File: src/rtl/pll_profile_scheduler_pkg.sv
// Shared types and defaults for the PLL profile scheduler: FSM state encoding,
// ROM profile width and default timeout values.
package pll_sched_pkg;

    typedef enum logic [3:0] {
        IDLE      = 4'd0,
        RST_ADDR  = 4'd1,
        WRITE     = 4'd2,
        WAIT_WR   = 4'd3,
        RECONF    = 4'd4,
        WAIT_RC   = 4'd5,
        WAIT_LOCK = 4'd6,
        DONE      = 4'd7,
        ERR       = 4'd8
    } sched_state_e;

    localparam int PROFILE_W        = 2;
    localparam int DEF_BUSY_TIMEOUT = 1024;
    localparam int DEF_LOCK_TIMEOUT = 65535;
    localparam int DEF_LOCK_STABLE  = 64;

endpackage

File: src/rtl/pll_profile_scheduler_rr_arbiter.sv
// Round-robin arbiter: picks the first set request at or after ptr, wrapping,
// and returns it both one-hot and as an index.
module rr_arbiter #(
    parameter int N  = 4,
    parameter int IW = (N > 1) ? $clog2(N) : 1
) (
    input  logic [N-1:0]  req,
    input  logic [IW-1:0] ptr,
    output logic [N-1:0]  gnt,
    output logic [IW-1:0] idx,
    output logic          vld
);

    logic [IW-1:0] pos;

    always_comb begin
        gnt = '0;
        idx = '0;
        vld = 1'b0;
        pos = '0;
        for (int k = 0; k < N; k++) begin
            pos = (int'(ptr) + k >= N) ? IW'(int'(ptr) + k - N) : IW'(int'(ptr) + k);
            if (!vld && req[pos]) begin
                vld      = 1'b1;
                idx      = pos;
                gnt[pos] = 1'b1;
            end
        end
    end

endmodule

File: src/rtl/pll_profile_scheduler.sv
// Shares one reconfigurable PLL among NUM_REQ requesters: round-robin grant,
// reconfig-circuit handshake, lock qualification and completion/timeout report.
module pll_profile_scheduler
    import pll_sched_pkg::*;
#(
    parameter int NUM_REQ      = 4,
    parameter int BUSY_TIMEOUT = DEF_BUSY_TIMEOUT,
    parameter int LOCK_TIMEOUT = DEF_LOCK_TIMEOUT,
    parameter int LOCK_STABLE  = DEF_LOCK_STABLE
) (
    input  logic                       clock,
    input  logic                       reset,
    input  logic [NUM_REQ-1:0]         req,
    input  logic [2*NUM_REQ-1:0]       req_profile,
    output logic [NUM_REQ-1:0]         grant,
    output logic                       done,
    output logic                       error,
    output logic [PROFILE_W-1:0]       mux_sel,
    output logic                       reset_rom_address,
    output logic                       write_from_rom,
    output logic                       reconfig,
    input  logic                       busy,
    input  logic                       locked,
    output logic [PROFILE_W-1:0]       current_profile,
    output logic                       profile_valid,
    output logic [3:0]                 current_state
);

    localparam int IW   = (NUM_REQ > 1) ? $clog2(NUM_REQ) : 1;
    localparam int TMAX = (LOCK_TIMEOUT > BUSY_TIMEOUT) ? LOCK_TIMEOUT : BUSY_TIMEOUT;
    localparam int TW   = $clog2(TMAX + 1);
    localparam int LW   = $clog2(LOCK_STABLE + 1);

    sched_state_e         state_q, state_d;
    logic [IW-1:0]        ptr_q, ptr_d;
    logic [NUM_REQ-1:0]   grant_q, grant_d;
    logic [PROFILE_W-1:0] profile_q, profile_d;
    logic [PROFILE_W-1:0] cur_prof_q, cur_prof_d;
    logic                 pvalid_q, pvalid_d;
    logic [TW-1:0]        tmo_q, tmo_d;
    logic [LW-1:0]        lock_cnt_q, lock_cnt_d;
    logic                 seen_busy_q, seen_busy_d;
    logic                 rra_q, rra_d, wr_q, wr_d, rc_q, rc_d;
    logic                 done_q, done_d, err_q, err_d;
    logic                 locked_meta_q, locked_meta_d, locked_s_q, locked_s_d;

    logic [NUM_REQ-1:0]   arb_gnt;
    logic [IW-1:0]        arb_idx;
    logic                 arb_vld;
    logic [PROFILE_W-1:0] arb_prof;

    rr_arbiter #(.N(NUM_REQ), .IW(IW)) u_arb (
        .req (req),
        .ptr (ptr_q),
        .gnt (arb_gnt),
        .idx (arb_idx),
        .vld (arb_vld)
    );

    assign arb_prof = req_profile[{arb_idx, 1'b0} +: PROFILE_W];

    always_comb begin
        state_d       = state_q;
        ptr_d         = ptr_q;
        grant_d       = grant_q;
        profile_d     = profile_q;
        cur_prof_d    = cur_prof_q;
        pvalid_d      = pvalid_q;
        tmo_d         = tmo_q + TW'(1);
        lock_cnt_d    = lock_cnt_q;
        seen_busy_d   = seen_busy_q;
        locked_meta_d = locked;
        locked_s_d    = locked_meta_q;
        // Strobes are a registered decode of the state just left, so each one
        // lasts exactly one cycle and at most one can be high at a time.
        rra_d         = (state_q == RST_ADDR);
        wr_d          = (state_q == WRITE);
        rc_d          = (state_q == RECONF);
        done_d        = (state_q == DONE);
        err_d         = (state_q == ERR);

        case (state_q)
            IDLE: begin
                if (pvalid_q && !locked_s_q) pvalid_d = 1'b0;
                if (arb_vld) begin
                    grant_d   = arb_gnt;
                    profile_d = arb_prof;
                    ptr_d     = (arb_idx == IW'(NUM_REQ - 1)) ? '0 : arb_idx + IW'(1);
                    state_d   = (pvalid_q && locked_s_q && arb_prof == cur_prof_q) ? DONE : RST_ADDR;
                end
            end
            RST_ADDR: state_d = WRITE;
            WRITE:    state_d = WAIT_WR;
            WAIT_WR, WAIT_RC: begin
                if (busy) seen_busy_d = 1'b1;
                if (seen_busy_q && !busy)
                    state_d = (state_q == WAIT_WR) ? RECONF : WAIT_LOCK;
                else if (tmo_q == TW'(BUSY_TIMEOUT))
                    state_d = ERR;
            end
            RECONF: begin
                pvalid_d = 1'b0;
                state_d  = WAIT_RC;
            end
            WAIT_LOCK: begin
                lock_cnt_d = locked_s_q ? lock_cnt_q + LW'(1) : '0;
                if (locked_s_q && lock_cnt_q == LW'(LOCK_STABLE - 1)) begin
                    cur_prof_d = profile_q;
                    pvalid_d   = 1'b1;
                    state_d    = DONE;
                end else if (tmo_q == TW'(LOCK_TIMEOUT)) begin
                    state_d = ERR;
                end
            end
            DONE: begin
                grant_d = '0;
                state_d = IDLE;
            end
            ERR: begin
                grant_d  = '0;
                pvalid_d = 1'b0;
                state_d  = IDLE;
            end
            default: state_d = IDLE;
        endcase

        if (state_d != state_q) begin
            tmo_d       = '0;
            lock_cnt_d  = '0;
            seen_busy_d = 1'b0;
        end
    end

    always_ff @(posedge clock) begin
        if (!reset) begin
            state_q       <= IDLE;
            ptr_q         <= '0;
            grant_q       <= '0;
            profile_q     <= '0;
            cur_prof_q    <= '0;
            pvalid_q      <= 1'b0;
            tmo_q         <= '0;
            lock_cnt_q    <= '0;
            seen_busy_q   <= 1'b0;
            rra_q         <= 1'b0;
            wr_q          <= 1'b0;
            rc_q          <= 1'b0;
            done_q        <= 1'b0;
            err_q         <= 1'b0;
            locked_meta_q <= 1'b0;
            locked_s_q    <= 1'b0;
        end else begin
            state_q       <= state_d;
            ptr_q         <= ptr_d;
            grant_q       <= grant_d;
            profile_q     <= profile_d;
            cur_prof_q    <= cur_prof_d;
            pvalid_q      <= pvalid_d;
            tmo_q         <= tmo_d;
            lock_cnt_q    <= lock_cnt_d;
            seen_busy_q   <= seen_busy_d;
            rra_q         <= rra_d;
            wr_q          <= wr_d;
            rc_q          <= rc_d;
            done_q        <= done_d;
            err_q         <= err_d;
            locked_meta_q <= locked_meta_d;
            locked_s_q    <= locked_s_d;
        end
    end

    assign grant             = grant_q;
    assign done              = done_q;
    assign error             = err_q;
    assign mux_sel           = profile_q;
    assign reset_rom_address = rra_q;
    assign write_from_rom    = wr_q;
    assign reconfig          = rc_q;
    assign current_profile   = cur_prof_q;
    assign profile_valid     = pvalid_q;
    assign current_state     = state_q;

endmodule
File: config.mk
export PLATFORM = sky130hd
export DESIGN_NAME = pll_profile_scheduler
export DESIGN_NICKNAME = d
export VERILOG_FILES = /design/src/rtl/pll_profile_scheduler_pkg.sv /design/src/rtl/pll_profile_scheduler_rr_arbiter.sv /design/src/rtl/pll_profile_scheduler.sv
export SDC_FILE = /design/constraint.sdc
export NUM_CORES = 1
export LEC_CHECK = 0
export BUFFER_PORTS_ARGS = -buffer_cell sky130_fd_sc_hd__buf_4
export CAP_MARGIN = 0
export CORE_MARGIN = 2
export CORE_UTILIZATION = 53
export CTS_CLUSTER_DIAMETER = 50
export DETAILED_ROUTE_END_ITERATION = 8
export PLACE_DENSITY = 0.74
export RECOVER_POWER = 25
export SYNTH_ARGS = -nofsm -noshare
export SYNTH_HDL_FRONTEND = slang
export SYNTH_SLANG_ARGS = --single-unit
File: constraint.sdc
create_clock -name clock -period 5.4 [get_ports clock]
set_input_delay 0.27 -clock clock [delete_from_list [all_inputs] [get_ports clock]]
set_output_delay 0.27 -clock clock [all_outputs]
set_load 0.01 [all_outputs]
==> results of run 1 <==
[cell families after synthesis]
group / share of synthesized area, %
flops: 33.1
buf+inv: 6.26
simple gates: 27.6
compound gates: 18.3
fa+ha+maj: 4.50
xor+xnor: 5.04
mux: 5.13
[state kept, by name, summed over array words and instances (netlist names), 2 cells and up]
| name | cells |
|---|---|
| ptr_q | 2 |
| tmo_q | 16 |
| current_state | 4 |
| grant | 4 |
| current_profile | 2 |
| mux_sel | 2 |
| lock_cnt_q | 7 |
[metal layers]
metal,wire length [µm],GRT usage [%]
met1,3010,31.5
met2,2600,32.5
met3,197,3.91
met4,63,5.45
met5,0,0
[placed cells by master, fill, tap and decap left out, types with 4 or more instances in the layout]
cell type / netlist / final
o21ai_0: 16 / 16
mux4_2: 4 / 4
clkbuf_8: 0 / 8
a221oi_1: 6 / 6
a21oi_1: 17 / 17
clkbuf_1: 14 / 15
inv_1: 13 / 13
a31oi_1: 4 / 4
nor2_1: 44 / 44
ha_1: 10 / 10
and3_1: 6 / 6
xor2_1: 7 / 7
xnor2_1: 9 / 9
nor3_1: 8 / 8
nand3_1: 20 / 20
nand2_1: 27 / 27
buf_4: 2 / 20
and2_1: 11 / 10
dfxtp_1: 46 / 46
nor2b_1: 8 / 8
a22oi_1: 4 / 4
[critical path, stage by stage, from the launching register on]
cell and delay, ns:
dfxtp_1 0.60, inv_1 0.19, ha_1 0.49, mux4_2 0.68
o41ai_2 0.34, buf_4 0.21, o311ai_1 0.13, xor2_1 0.17
or4b_1 0.91, a21oi_1 0.27
[report_power, final]
group	leakage, nW	internal (mW)	switching (mW)
combinational	0.696	0.269	0.381
sequential	0.373	0.376	0.0458
clock	0.0575	0.129	0.113
[through the flow]
| step | std cells | setup slack, ns | cell area [µm²] | util [%] |
|---|---|---|---|---|
| floorplan | 343 | 1.88 | 2780 | - |
| global placement | 425 | 1.45 | 3010 | 59.3 |
| detailed placement | 425 | 1.33 | 3010 | 59.3 |
| CTS | 433 | 1.29 | 3120 | 61.5 |
| global route | 433 | 0.961 | 3060 | 60.4 |
| finish | 433 | 1.31 | 3060 | 60.4 |
[final timing paths]
path | depth (start not counted) | endpoint | slack (ns) | from
worst min register to register | 1 | locked_s_q | 0.46 | locked_meta_q
worst min-delay path | 2 | locked_meta_q | 0.18 | locked
worst max-delay path | 9 | lock_cnt_q[1] | 1.31 | ptr_q[1]
worst max register to register | 9 | lock_cnt_q[1] | 1.31 | ptr_q[1]
[area by class of cell]
| type | instances | area [µm²] | area share [%] |
|---|---|---|---|
| Clock buffer | 8 | 110 | 3.59 |
| Multi-Input combinational cell | 260 | 1690 | 55.0 |
| Inverter | 14 | 52.6 | 1.72 |
| Sequential cell | 46 | 921 | 30.1 |
| Tap cell | 70 | 87.6 | 2.86 |
| Timing Repair Buffer | 35 | 206 | 6.74 |
==> flow_metrics.tcl, run 1 <==
set metrics [dict create \
    drive_above_1_share_pct 11.0 \
    ys_ff_latch 46 \
    detail_route.vias_per_cell 5.64 \
    critPathCaptureType "register" \
    io_pins 34 \
    async_reset_ff_share_pct 0 \
    ir_drop_mv 0.258 \
    whs_ns 0.184 \
    vias 2444 \
    area_growth_pct 10.2 \
    relSlewSlack_pct 46.2 \
    grt_use_total_pct 21.5 \
    cts_resized 0 \
    setup_viol 0 \
    rows 26 \
    clockBufferDepth 2 \
    worstSetupPathType "register to register" \
    syn_avg_cell_area_um2 8.11 \
    initial_core_util_pct 54.8 \
    slew_violations 0 \
    tightest_slew_ns 0.807 \
    coreArea_um2 5070 \
    synth_area_leader_cell "dfxtp_1" \
    synth_top_area_share_pct 33.1 \
    start_kind "register" \
    fin_skew_ns 0.00726 \
    finalHoldViolCount 0 \
    power_mw 1.31 \
    cts_root_buffer "clkbuf_8" \
    drtAntennaViolNets 0 \
    htree_levels 2 \
    clock_latency_ns 0.30 \
    io_buffers 33 \
    yosysWarnings 0 \
    fmax_ghz 0.245 \
    antenna_found_initial 0 \
    cts_tree "done" \
    fin_nets 388 \
    drtPass1Iterations 4 \
    ys_top_cells_by_area "dfxtp_1, nor2_1, ha_1" \
    crit_fanout 24 \
    synthCells 343 \
    power.density_nw_per_um2 429 \
    cts_sinks 46 \
    gp_congestion 0.774 \
    synth.cell_area_um2 2780 \
    synth_common_cells "dfxtp_1, nor2_1, nand2_1" \
    cap_violations 0 \
    fin_crit_ns 4.09 \
    clkTransAtPathRegs_ns 0.08 \
    outcome "completed" \
    fin_setup_tns_ns 0 \
    synth_nets 369 \
    nFillCells 502 \
    grt_max_degree 25 \
    rsz0062_at_grt "false" \
    hold_buffers 0 \
    grt-ovfl-total 0 \
    wl_per_cell_um 13.6 \
    die_area_um2 5840 \
    drcViolationCount 0 \
    ys_seq_area_share_pct 33.1 \
    drt_iter0_drc 217 \
    synth_edf_count 0 \
    power_leakage_nw 1.13 \
    finalCritPeriodShare_pct 75.7 \
    hold_class "input pin to register" \
    routed_wl_um 5870 \
    worstPathRequired_ns 5.61 \
    grt_pass1_vias 2241 \
    place_hpwl_um 4290 \
    arrival_ns 4.30 \
    fp.dieH_um 76.4 \
    die_x_um 76.4 \
    ys_types 62 \
    synth_most_common_cell "dfxtp_1" \
    post_cts_buffers 0 \
    grt_pass1_wl_um 10500 \
    ys.flop_type "dfxtp_1" \
    cts_made_buffers 5 \
    antenna_cells 0 \
]
Power figures use the tool's default switching activity.
==> run 2, diff against run 1 <==
- clock period: 5.4 -> 3.9 ns (I/O delays scaled with it)
==> flow_metrics.tcl, run 2 (synthesized netlist as in run 1, its figures left out) <==
set metrics [dict create \
    outcome "completed" \
    p_switching_mw 0.757 \
    gp_congestion 0.884 \
    io_buffers 33 \
    detail_route.vias_per_cell 5.73 \
    largest-register "tmo_q" \
    arrival_ns 3.58 \
    power.share.sequential_pct 30.5 \
    worstSetupPathType "register to register" \
    rsz0062_at_grt "false" \
    hold_buffers 0 \
    use_met2_pct 33.9 \
    global_route.usage.met3_pct 4.15 \
    clkPwrFrac_pct 18.6 \
    critPathCaptureType "register" \
    grt_max_degree 25 \
    cts_sinks 46 \
    wl_per_cell_um 13.6 \
    power_leakage_nw 1.15 \
    hold_class "input pin to register" \
    sw_frac_of_total_pct 40.6 \
    cts_made_buffers 5 \
    fin_crit_ns 3.38 \
    largest_register_ffs 16 \
    cap_violations 0 \
    coreArea_um2 5070 \
    cts_root_buffer "clkbuf_8" \
    place_hpwl_um 4330 \
    mostFrequentLayoutCells "dfxtp_1, nor2_1, nand2_1, buf_4, nand3_1" \
    layoutNonFillerInstCount 437 \
    grt-ovfl-total 0 \
    antenna_cells 0 \
    reg.largest.list "tmo_q x16, lock_cnt_q x7" \
    use_met1_pct 29.7 \
    antenna_found_initial 0 \
    clock_latency_ns 0.30 \
    initial_core_util_pct 54.8 \
    vias 2506 \
    fin_util_pct 60.9 \
    routed_wl_um 5940 \
    drtAntennaViolNets 0 \
    layout_commonest_cell "dfxtp_1" \
    worstPathRequired_ns 4.10 \
    drive_above_1_share_pct 12.0 \
    drtPass1Iterations 4 \
    start_kind "register" \
    setup_viol 0 \
    htree_levels 2 \
    fin_skew_ns 0.00824 \
    dpl.cell_count 429 \
    area_growth_pct 11.2 \
    finalHoldViolCount 0 \
    die_x_um 76.4 \
    grt_use_total_pct 21.7 \
    power_mw 1.87 \
    fin_nets 392 \
    relSlewSlack_pct 49.9 \
    power.density_nw_per_um2 603 \
    crit_fanout 11 \
    ir_drop_mv 0.470 \
    finalInstanceArea_um2 3090 \
    fp.dieH_um 76.4 \
    finalCritPeriodShare_pct 86.6 \
    post_cts_buffers 0 \
    die_area_um2 5840 \
    fmax_ghz 0.296 \
    rows 26 \
    finalWorstSetupSlack_ns 0.523 \
    drt_iter0_drc 115 \
    cts_resized 0 \
    drcViolationCount 0 \
    fin_setup_tns_ns 0 \
    grt_pass1_vias 2325 \
    internal_power_mw 1.11 \
    busiest_layer "met2" \
    io_pins 34 \
    grt_pass1_wl_um 10500 \
    cts_tree "done" \
    clockBufferDepth 2 \
    combPwrFrac_pct 50.9 \
    whs_ns 0.106 \
    clkTransAtPathRegs_ns 0.09 \
    pre_cts_slack_ns 0.583 \
    dpl_cell_area_um2 3040 \
    slew_violations 0 \
    tightest_slew_ns 0.752 \
]
## run 2: cell types whose count changed in the layout (fill, tap and decap cells not counted)
cell and delta:
clkinv_2 +2, bufinv_16 +1, clkbuf_8 -3, buf_4 +4
## run 2: critical path, stage by stage, from the launching register on
cell and delay, ns:
dfxtp_1 0.34, clkinv_1 0.23, ha_1 0.41, mux4_2 0.64, nor2b_1 0.41, or3_1 0.22, a221oi_1 0.10, or3_4 0.39
and3b_1 0.19, o41ai_1 0.35
## run 2: routing by layer
metal	share of wire, %	up-vias
met5	0	-
met4	1.1	0
met3	4.0	7
met2	45	49
met1	50	1180
li1	-	1270
## run 2: path summary, 6_finish.rpt
kind	from	to	slack (ns)	cells past startpoint
worst min register to register	locked_meta_q	locked_s_q	0.44	1
worst min-delay path	locked	locked_meta_q	0.11	2
worst max register to register	ptr_q[0]	current_state[2]	0.52	9
worst max-delay path	ptr_q[0]	current_state[2]	0.52	9
## run 2: final cells by class
cell class	count	area, µm²
Clock inverter	3	40.0
Fill cell	488	1980
Inverter	14	52.6
Multi-Input combinational cell	260	1690
Timing Repair Buffer	39	236
Clock buffer	5	68.8
Tap cell	70	87.6
Sequential cell	46	921
## run 2: power groups by stage
stage / clock [mW] / combinational (mW) / sequential, mW
floorplan: 0 / 0.767 / 0.581
global placement: 0 / 0.939 / 0.580
detailed placement: 0 / 0.950 / 0.581
CTS: 0.358 / 0.960 / 0.570
global route: 0.380 / 1.07 / 0.579
finish: 0.347 / 0.949 / 0.570
